## src/rtl/mem_arbiter.sv

```systemverilog
// -----------------------------------------------------------------------------
// mem_arbiter
//
// Two-port arbiter and sequencer in front of a single-port data memory.
// Port 0 is the CPU load/store stage, port 1 is the loader/debug master.
// One request is accepted at a time. The arbiter drives a single MEM strobe
// for WAIT_CYCLES cycles and then returns a one-cycle response pulse to the
// port that won. MEM_READ and MEM_WRITE are never high together.
//
// Handshake: a requester raises REQn_VALID and holds it, together with its
// WE/ADDR/WDATA fields, until it sees REQn_READY. The request is accepted on
// the rising edge where VALID and READY are both high. READY is combinational
// and high only in IDLE, for the single port chosen by the grant logic.
// Responses have no backpressure: RSPn_VALID is a one-cycle pulse, with
// RSPn_RDATA and RSPn_ERR valid only while it is high.
//
// Build option:
//   MEM_ARB_FIXED_PRIO_EN  when defined, port 0 always wins if both ports are
//                          valid (port 1 can starve). When undefined, the
//                          ports are served round-robin.
//
// Ports:
//   CLK, RST_N              clock (rising edge), synchronous active-low reset
//   REQn_VALID/WE/ADDR/WDATA request from port n
//   REQn_READY              request accepted on this edge when VALID & READY
//   RSPn_VALID/RDATA/ERR    registered response pulse to port n
//   MEM_READ/MEM_WRITE      memory strobes, high only in ACCESS
//   MEM_ADRESS/MEM_WRITE_DATA memory address and write data (held when idle)
//   MEM_READ_DATA           memory read data
//   DBG_STATE               current FSM state (0 IDLE, 1 ACCESS, 2 RESPOND)
// -----------------------------------------------------------------------------
module mem_arbiter #(
  parameter int ADDR_W      = 32,
  parameter int DATA_W      = 32,
  parameter int MEM_DEPTH   = 128,
  parameter int WAIT_CYCLES = 1
) (
  input  logic              CLK,
  input  logic              RST_N,
  input  logic              REQ0_VALID,
  input  logic              REQ0_WE,
  input  logic [ADDR_W-1:0] REQ0_ADDR,
  input  logic [DATA_W-1:0] REQ0_WDATA,
  output logic              REQ0_READY,
  input  logic              REQ1_VALID,
  input  logic              REQ1_WE,
  input  logic [ADDR_W-1:0] REQ1_ADDR,
  input  logic [DATA_W-1:0] REQ1_WDATA,
  output logic              REQ1_READY,
  output logic              RSP0_VALID,
  output logic [DATA_W-1:0] RSP0_RDATA,
  output logic              RSP0_ERR,
  output logic              RSP1_VALID,
  output logic [DATA_W-1:0] RSP1_RDATA,
  output logic              RSP1_ERR,
  output logic              MEM_READ,
  output logic              MEM_WRITE,
  output logic [ADDR_W-1:0] MEM_ADRESS,
  output logic [DATA_W-1:0] MEM_WRITE_DATA,
  input  logic [DATA_W-1:0] MEM_READ_DATA,
  output logic [1:0]        DBG_STATE
);

  typedef enum logic [1:0] {
    S_IDLE    = 2'd0,
    S_ACCESS  = 2'd1,
    S_RESPOND = 2'd2
  } state_e;

  // Counter value on the final ACCESS cycle.
  localparam logic [3:0] LAST_CNT = 4'(WAIT_CYCLES - 1);

  state_e              state_q;
  logic                last_grant_q;
  logic                port_q;
  logic                we_q;
  logic [3:0]          cnt_q;
  logic                mem_read_q;
  logic                mem_write_q;
  logic [ADDR_W-1:0]   mem_addr_q;
  logic [DATA_W-1:0]   mem_wdata_q;
  logic                rsp0_valid_q;
  logic [DATA_W-1:0]   rsp0_rdata_q;
  logic                rsp0_err_q;
  logic                rsp1_valid_q;
  logic [DATA_W-1:0]   rsp1_rdata_q;
  logic                rsp1_err_q;

  // Grant selection, only meaningful while grant_any is high.
  logic                grant_any;
  logic                grant_port;
  logic                accept;
  logic                sel_we;
  logic [ADDR_W-1:0]   sel_addr;
  logic [DATA_W-1:0]   sel_wdata;
  logic                sel_in_range;

  always_comb begin
    grant_any  = REQ0_VALID | REQ1_VALID;
    grant_port = 1'b0;
    if (REQ0_VALID && REQ1_VALID) begin
`ifdef MEM_ARB_FIXED_PRIO_EN
      grant_port = 1'b0;
`else
      grant_port = ~last_grant_q;
`endif
    end else if (REQ1_VALID) begin
      grant_port = 1'b1;
    end
  end

  assign REQ0_READY   = (state_q == S_IDLE) && grant_any && !grant_port;
  assign REQ1_READY   = (state_q == S_IDLE) && grant_any &&  grant_port;
  assign accept       = REQ0_READY | REQ1_READY;

  assign sel_we       = grant_port ? REQ1_WE    : REQ0_WE;
  assign sel_addr     = grant_port ? REQ1_ADDR  : REQ0_ADDR;
  assign sel_wdata    = grant_port ? REQ1_WDATA : REQ0_WDATA;
  assign sel_in_range = sel_addr < ADDR_W'(MEM_DEPTH);

  always_ff @(posedge CLK) begin
    if (!RST_N) begin
      state_q      <= S_IDLE;
      last_grant_q <= 1'b1;
      port_q       <= 1'b0;
      we_q         <= 1'b0;
      cnt_q        <= 4'd0;
      mem_read_q   <= 1'b0;
      mem_write_q  <= 1'b0;
      mem_addr_q   <= '0;
      mem_wdata_q  <= '0;
      rsp0_valid_q <= 1'b0;
      rsp0_rdata_q <= '0;
      rsp0_err_q   <= 1'b0;
      rsp1_valid_q <= 1'b0;
      rsp1_rdata_q <= '0;
      rsp1_err_q   <= 1'b0;
    end else begin
      case (state_q)
        S_IDLE: begin
          if (accept) begin
            last_grant_q <= grant_port;
            port_q       <= grant_port;
            we_q         <= sel_we;
            cnt_q        <= 4'd0;
            if (sel_in_range) begin
              // Only in-range requests touch the memory-facing registers,
              // so the MEM bus never moves for a rejected address.
              mem_addr_q  <= sel_addr;
              mem_wdata_q <= sel_wdata;
              mem_read_q  <= !sel_we;
              mem_write_q <= sel_we;
              state_q     <= S_ACCESS;
            end else begin
              if (grant_port) begin
                rsp1_valid_q <= 1'b1;
                rsp1_rdata_q <= '0;
                rsp1_err_q   <= 1'b1;
              end else begin
                rsp0_valid_q <= 1'b1;
                rsp0_rdata_q <= '0;
                rsp0_err_q   <= 1'b1;
              end
              state_q <= S_RESPOND;
            end
          end
        end

        S_ACCESS: begin
          if (cnt_q == LAST_CNT) begin
            mem_read_q  <= 1'b0;
            mem_write_q <= 1'b0;
            if (port_q) begin
              rsp1_valid_q <= 1'b1;
              rsp1_rdata_q <= we_q ? '0 : MEM_READ_DATA;
              rsp1_err_q   <= 1'b0;
            end else begin
              rsp0_valid_q <= 1'b1;
              rsp0_rdata_q <= we_q ? '0 : MEM_READ_DATA;
              rsp0_err_q   <= 1'b0;
            end
            state_q <= S_RESPOND;
          end else begin
            cnt_q <= cnt_q + 4'd1;
          end
        end

        S_RESPOND: begin
          // Response fields return to 0 with the pulse.
          rsp0_valid_q <= 1'b0;
          rsp0_rdata_q <= '0;
          rsp0_err_q   <= 1'b0;
          rsp1_valid_q <= 1'b0;
          rsp1_rdata_q <= '0;
          rsp1_err_q   <= 1'b0;
          state_q      <= S_IDLE;
        end

        default: begin
          state_q <= S_IDLE;
        end
      endcase
    end
  end

  assign MEM_READ       = mem_read_q;
  assign MEM_WRITE      = mem_write_q;
  assign MEM_ADRESS     = mem_addr_q;
  assign MEM_WRITE_DATA = mem_wdata_q;
  assign RSP0_VALID     = rsp0_valid_q;
  assign RSP0_RDATA     = rsp0_rdata_q;
  assign RSP0_ERR       = rsp0_err_q;
  assign RSP1_VALID     = rsp1_valid_q;
  assign RSP1_RDATA     = rsp1_rdata_q;
  assign RSP1_ERR       = rsp1_err_q;
  assign DBG_STATE      = state_q;

endmodule
```

## config.mk

```make
export PLATFORM = sky130hd
export DESIGN_NAME = mem_arbiter
export DESIGN_NICKNAME = d
export VERILOG_FILES = /design/src/rtl/mem_arbiter.sv
export SDC_FILE = /design/constraint.sdc
export NUM_CORES = 1
export LEC_CHECK = 0
export BUFFER_PORTS_ARGS = -buffer_cell sky130_fd_sc_hd__buf_2
export CAP_MARGIN = 20
export CORE_MARGIN = 2
export CORE_UTILIZATION = 41
export DETAILED_ROUTE_END_ITERATION = 12
export PLACE_DENSITY_LB_ADDON = 0.08
export SYNTH_ARGS = -nofsm -noshare
export SYNTH_HDL_FRONTEND = slang
export SYNTH_SLANG_ARGS = --single-unit
```

## constraint.sdc

```tcl
create_clock -name CLK -period 2.3 [get_ports CLK]
set_clock_uncertainty 0.2 [all_clocks]
set_input_delay 0.115 -clock CLK [delete_from_list [all_inputs] [get_ports CLK]]
set_output_delay 0.115 -clock CLK [all_outputs]
set_load 0.01 [all_outputs]
```

==> metrics.txt, run 1 <==
status finished, violations left; failing checks hold timing; Avg WL per Cell 17.1 um; Worst Path Buf+Inv 3; Syn-to-layout area delta 61.6%; Post-Syn Area 6020 um^2; drc violations 0; layout cell share with drive strength beyond 1 38.6%; Tmin final 2270 ps; syn avg cell area 9.99 um^2; Seq/Total Area, Yosys 47.5%; Non-Filler Instances 1221; Setup-failing EPs final 0; Core Region 14400 um^2; initial antenna violation count 0; routed wire length 20900 um; fin area 9730 um^2; highest clock rate 0.440 GHz; post-layout util 67.5%; max-cap violations 0; Fin Setup TNS 0 ps; CTS sink count 143; Startpoint Class flip-flop; largest fanout on the critical path 5; NumNets Final 1196; Critical Path RT 2440 ps; drt via density 5.13; drt initial violations 352; Post-Place Worst Slack -8.83 ps; CTS buffer count 17; Crit. End Element flip-flop; FFs w/ async S/R, synth 0%; H-tree lvl count 4; multi-input logic area 2860 um^2; Die ar. 15700 um^2; Max rail drop VDD 0.522 mV; CTS tree built; Mapped Cells 603; Final ANT Viol Nets 0; Initial Utilization 41.8%; clock root cell clkbuf_16; Cell Chain, Critical Path inv_2 -> ha_4 -> or3b_4 -> a21oi_4 -> nand4_1 -> a21oi_4 -> buf_6 -> buf_12 -> mux2i_2; DP Cell Count 1060; # rows 44; Final Hold Viols 1; Filler Cells Inserted 1137; WS Path Type flip-flop to flip-flop; Netlist cell types 39; Relative slew margins 59.8%; placed cell areas 7690 um^2; gpl congestion 0.876; Syn Nets 775; CTS clk-pin slew, worst paths 60 ps; most common cell after layout, fill and taps aside buf_2; EDFF count, synth 0; synthesis warning total 0; DR pass1 iterations 4; vias 6268; IO Pins 304; Total GRT Usage 25.0%; CP arrival 2410 ps; clock latency on the worst-skew pair 420 ps; largest net degree at the start of global routing 59; Slew Viols, Final 0; Least-Margin Pin Slew 603 ps; Fin Hold WS -12.1 ps; fin worst setup slack 29.1 ps; gr ovfl total 0; Die H 125 um; Final HPWL DP 12700 um; class of the worst hold path primary input to flip-flop; crit path max-delay cell type or3b_4; Worst path max stage delay 390 ps; commonest cells after routing, fill and taps aside buf_2 (303), dfxtp_1 (140), dlygate4sd3_1 (113); port bufs 303; P_leak 0.00465 uW; flops & latches, synth 143; most frequent CP cell a21oi_4; Max clock buf depth 2; Power Density 623 nW/um^2; predominant post-synthesis flop cell dfxtp_1; Die X-Extent 125 um; vias in the first global route 6342; global-route wire length before repair 31700 um; Tcrit/Tclk final 98.7%; ant diodes 0; RSZ-0062 raised after global routing yes; flip-flop and latch area 2870 um^2; delay-heaviest family, CP simple AND/OR/NAND/NOR gates
-- synth_stat cells (2+ instances only) --
master	n	area, um^2
nor2_1	14	52.6
buf_2	8	40.0
nor3b_1	2	15.0
ha_1	6	75.1
a211oi_1	40	300
a21oi_4	4	65.1
xnor2_1	2	17.5
and3_1	25	156
buf_4	5	37.5
a21oi_1	5	25.0
inv_1	8	30.0
nand2b_1	3	18.8
o21ai_0	3	15.0
mux2i_1	109	1090
nand3_1	4	20.0
dfxtp_1	143	2860
clkbuf_1	26	97.6
nand2_1	110	413
buf_1	4	15.0
nor3_1	3	15.0
nor4_1	10	62.6
nand4_1	5	31.3
a31o_2	2	17.5
a31oi_1	41	257
buf_12	6	120
buf_6	2	22.5
-- registers in the layout, summed over array words and instances, names as in the netlist, 2 cells and up --
name / flops
RSP1_RDATA: 32
MEM_ADRESS: 32
cnt_q: 4
DBG_STATE: 2
MEM_WRITE_DATA: 32
RSP0_RDATA: 32
-- worst paths after layout --
path	from	to	slack (ps)	depth (start not counted)
setup / recovery	cnt_q[0]$_SDFFE_PN0P_	RSP0_RDATA[23]$_SDFFE_PN0P_	30	9
hold / removal	REQ1_VALID	cnt_q[0]$_SDFFE_PN0P_	-10	4
setup reg to reg	cnt_q[0]$_SDFFE_PN0P_	RSP0_RDATA[23]$_SDFFE_PN0P_	30	9
hold reg to reg	RSP0_RDATA[15]$_SDFFE_PN0P_	RSP0_RDATA[15]$_SDFFE_PN0P_	250	2
-- metal layers --
metal	track usage (%)	vias up	part of all wire, %
met5	0	-	0
met4	9.02	0	2.5
met3	8.34	45	7.2
met2	42.2	257	49
met1	29.8	2960	42
li1	-	3006	-
-- report_power, final --
group	internal, uW	leakage (uW)	switching, uW	total [uW]
sequential	2490	0.00115	9.13	2500
clock	1520	0.000271	1160	2680
combinational	499	0.00322	377	876
total	4510	0.00465	1550	6060
-- stage by stage --
step	hold WS [ps]	power, uW
after floorplan	79.5	2910
after global placement	187	3120
after detailed placement	199	3130
after CTS	2.11	5960
after global routing	7.48	6280
final	-12.1	6060
-- kinds of logic after synthesis --
group,Yosys count,synth area share (%)
fa+ha+maj,6,1.25
compound gates,99,12.0
mux,111,18.7
xor+xnor,2,0.291
buf+inv,59,6.03
flops,143,47.5
simple gates,183,14.2
-- final cells by class --
type	count	area share, %
clock inverter	15	1.57
sequential	143	29.5
timing repair buffer	453	32.5
clock buffer	17	4.37
tap	184	2.37
multi-input combinational	401	29.4
inverter	8	0.309
-- worst register-to-register path, cell delays in order, from the launching register on --
cell and delay [ps]:
dfxtp_2 340, inv_2 80, ha_4 120, or3b_4 390, a21oi_4 220, nand4_1 160, a21oi_4 180, buf_6 150
buf_12 130, mux2i_2 220
-- timing repair --
item | in CTS | in global routing
hold endpoints to repair | 112 | 0
pin swaps | 2 | 4
cloned | 0 | 8
resized for setup | 0 | 15
hold buffers | 113 | 0
buffers inserted | 0 | 8
setup endpoints to repair | 9 | 103
No activity file was read; power rests on OpenSTA's default activity.
==> run 2, diff against run 1 <==
- CORE_AREA: default -> 2 2 118 120
- CORE_MARGIN: 2 -> default
- CORE_UTILIZATION: 41 -> default
- DIE_AREA: default -> 0 0 120 122
- clock period: 2.3 -> 2.75 ns (I/O delays scaled with it)
==> run 2 against run 1 <==
The run now ends clean; sequential power down 16%; count of clock-buffer cells in the layout unchanged; design area down 4.4%; critical path depth down 1; routed wire length down 6.0%; utilization up 1.4 points; critical path type unchanged; highest routed layer unchanged.
==> metrics.txt, run 2 (synthesis gave the netlist of run 1 again) <==
hold depth 4; Worst Path Buf+Inv 2; Worst path max stage delay 650 ps; clock root cell clkbuf_16; Core Region 13500 um^2; Total GRT Usage 26.6%; max-cap violations 0; CTS sink count 143; multi-input logic area 2820 um^2; largest fanout on the critical path 34; NumNets Final 1173; Filler Cells Inserted 1061; Setup-failing EPs final 0; Tmin final 2440 ps; drc violations 0; Max rail drop VDD 0.403 mV; delay-heaviest family, CP simple AND/OR/NAND/NOR gates; Crit. End Element flip-flop; # rows 43; RSZ-0062 raised after global routing no; Fin Hold WS 40.6 ps; flip-flop and latch area 2860 um^2; Final ANT Viol Nets 0; drt initial violations 326; initial antenna violation count 0; critical path depth 8; Die X-Extent 120 um; drt via density 5.19; Final Hold Viols 0; Startpoint Class flip-flop; Slew Viols, Final 0; Die ar. 14600 um^2; Setup Buffers After CTS 0; CP arrival 2540 ps; most frequent CP cell a21oi_4; Syn-to-layout area delta 54.5%; Relative slew margins 43.1%; Max clock buf depth 2; Least-Margin Pin Slew 854 ps; WS Path Type flip-flop to flip-flop; CTS clk-pin slew, worst paths 60 ps; vias in the first global route 6231; IO Pins 304; commonest cells after routing, fill and taps aside buf_2 (303), dfxtp_1 (143), dlygate4sd3_1 (113); P_leak 0.00445 uW; Die H 122 um; Avg WL per Cell 16.4 um; DR pass1 iterations 7; gr ovfl total 0; CTS tree built; routed wire length 19600 um; H-tree lvl count 4; Tcrit/Tclk final 88.8%; global-route wire length before repair 30700 um; hold buffer count at cts 113; layout cell share with drive strength beyond 1 36.3%; Initial Utilization 44.6%; R2R depth 8; gpl congestion 0.803; crit path max-delay cell type nor3b_1; Power Density 535 nW/um^2; CTS buffer count 17; Critical Path RT 2840 ps; port bufs 303; Resized cells post-CTS 0; Final HPWL DP 12900 um; highest clock rate 0.409 GHz; largest net degree at the start of global routing 95; clock latency on the worst-skew pair 410 ps; ant diodes 0; most common cell after layout, fill and taps aside buf_2; status finished, final reports clean; class of the worst hold path primary input to flip-flop; total power 4980 uW; Cell Chain, Critical Path inv_1 -> ha_1 -> nor3b_1 -> a21oi_4 -> nand4_1 -> a21oi_4 -> buf_12 -> mux2i_1; vias 6193; Fin Setup TNS 0 ps
[run 2: cell count changes in the layout (fill, tap and decap cells not counted), moves of 3 or more]
cell       delta
buf_6         -4
clkbuf_16     -7
dfxtp_2       -3
dfxtp_1       +3
buf_4         -6
buf_12        -6
[run 2: report_power, final]
part | internal, uW | leakage, uW | switching (uW)
Combinational | 348 | 0.00303 | 281
Sequential | 2080 | 0.00115 | 8.70
Clock | 1340 | 0.000272 | 913
[run 2: worst min-delay path: cells and delay by family]
| family | cells | cell delay [ps] |
|---|---|---|
| AOI/OAI and AO/OA | 2 | 240 |
| buffers and inverters | 1 | 110 |
| and+or+nand+nor | 1 | 110 |
[run 2: area by class of cell]
| class | count | area share [%] |
|---|---|---|
| well taps | 180 | 2.42 |
| inverters | 8 | 0.323 |
| multi-input cells | 401 | 30.3 |
| clock inverters | 15 | 1.76 |
| flip-flops and latches | 143 | 30.8 |
| repair buffers | 430 | 29.9 |
| clock buffers | 17 | 4.57 |
[run 2: layer usage]
metal | share of wire (%) | global-route usage, % | routed length [um] | vias to the layer above
met3 | 6.2 | 6.51 | 1230 | 43
met4 | 2.8 | 12.2 | 557 | 0
met5 | 0 | 0 | 0 | -
met2 | 49 | 45.5 | 9560 | 243
li1 | - | - | - | 2967
met1 | 42 | 31.5 | 8290 | 2940
[run 2: path summary, 6_finish.rpt]
kind	end	start	slack (ps)
worst min register to register	RSP1_RDATA[3]$_SDFFE_PN0P_	RSP1_RDATA[3]$_SDFFE_PN0P_	250
worst min-delay path	cnt_q[0]$_SDFFE_PN0P_	REQ1_VALID	40
worst max-delay path	RSP0_RDATA[13]$_SDFFE_PN0P_	DBG_STATE[0]$_SDFFE_PN0P_	310
worst max register to register	RSP0_RDATA[13]$_SDFFE_PN0P_	DBG_STATE[0]$_SDFFE_PN0P_	310
[run 2: through the flow]
step / area, um^2 / instances / setup WS, ps / utilization [%]
4_1_cts: 9300 / 1194 / 305 / 68.9
3_3_place_gp: 7580 / 1049 / 350 / 56.1
6_report: 9300 / 1194 / 307 / 68.9
2_1_floorplan: 6020 / 603 / 557 / -
3_5_place_dp: 7580 / 1049 / 340 / 56.1
5_1_grt: 9300 / 1194 / 134 / 68.9
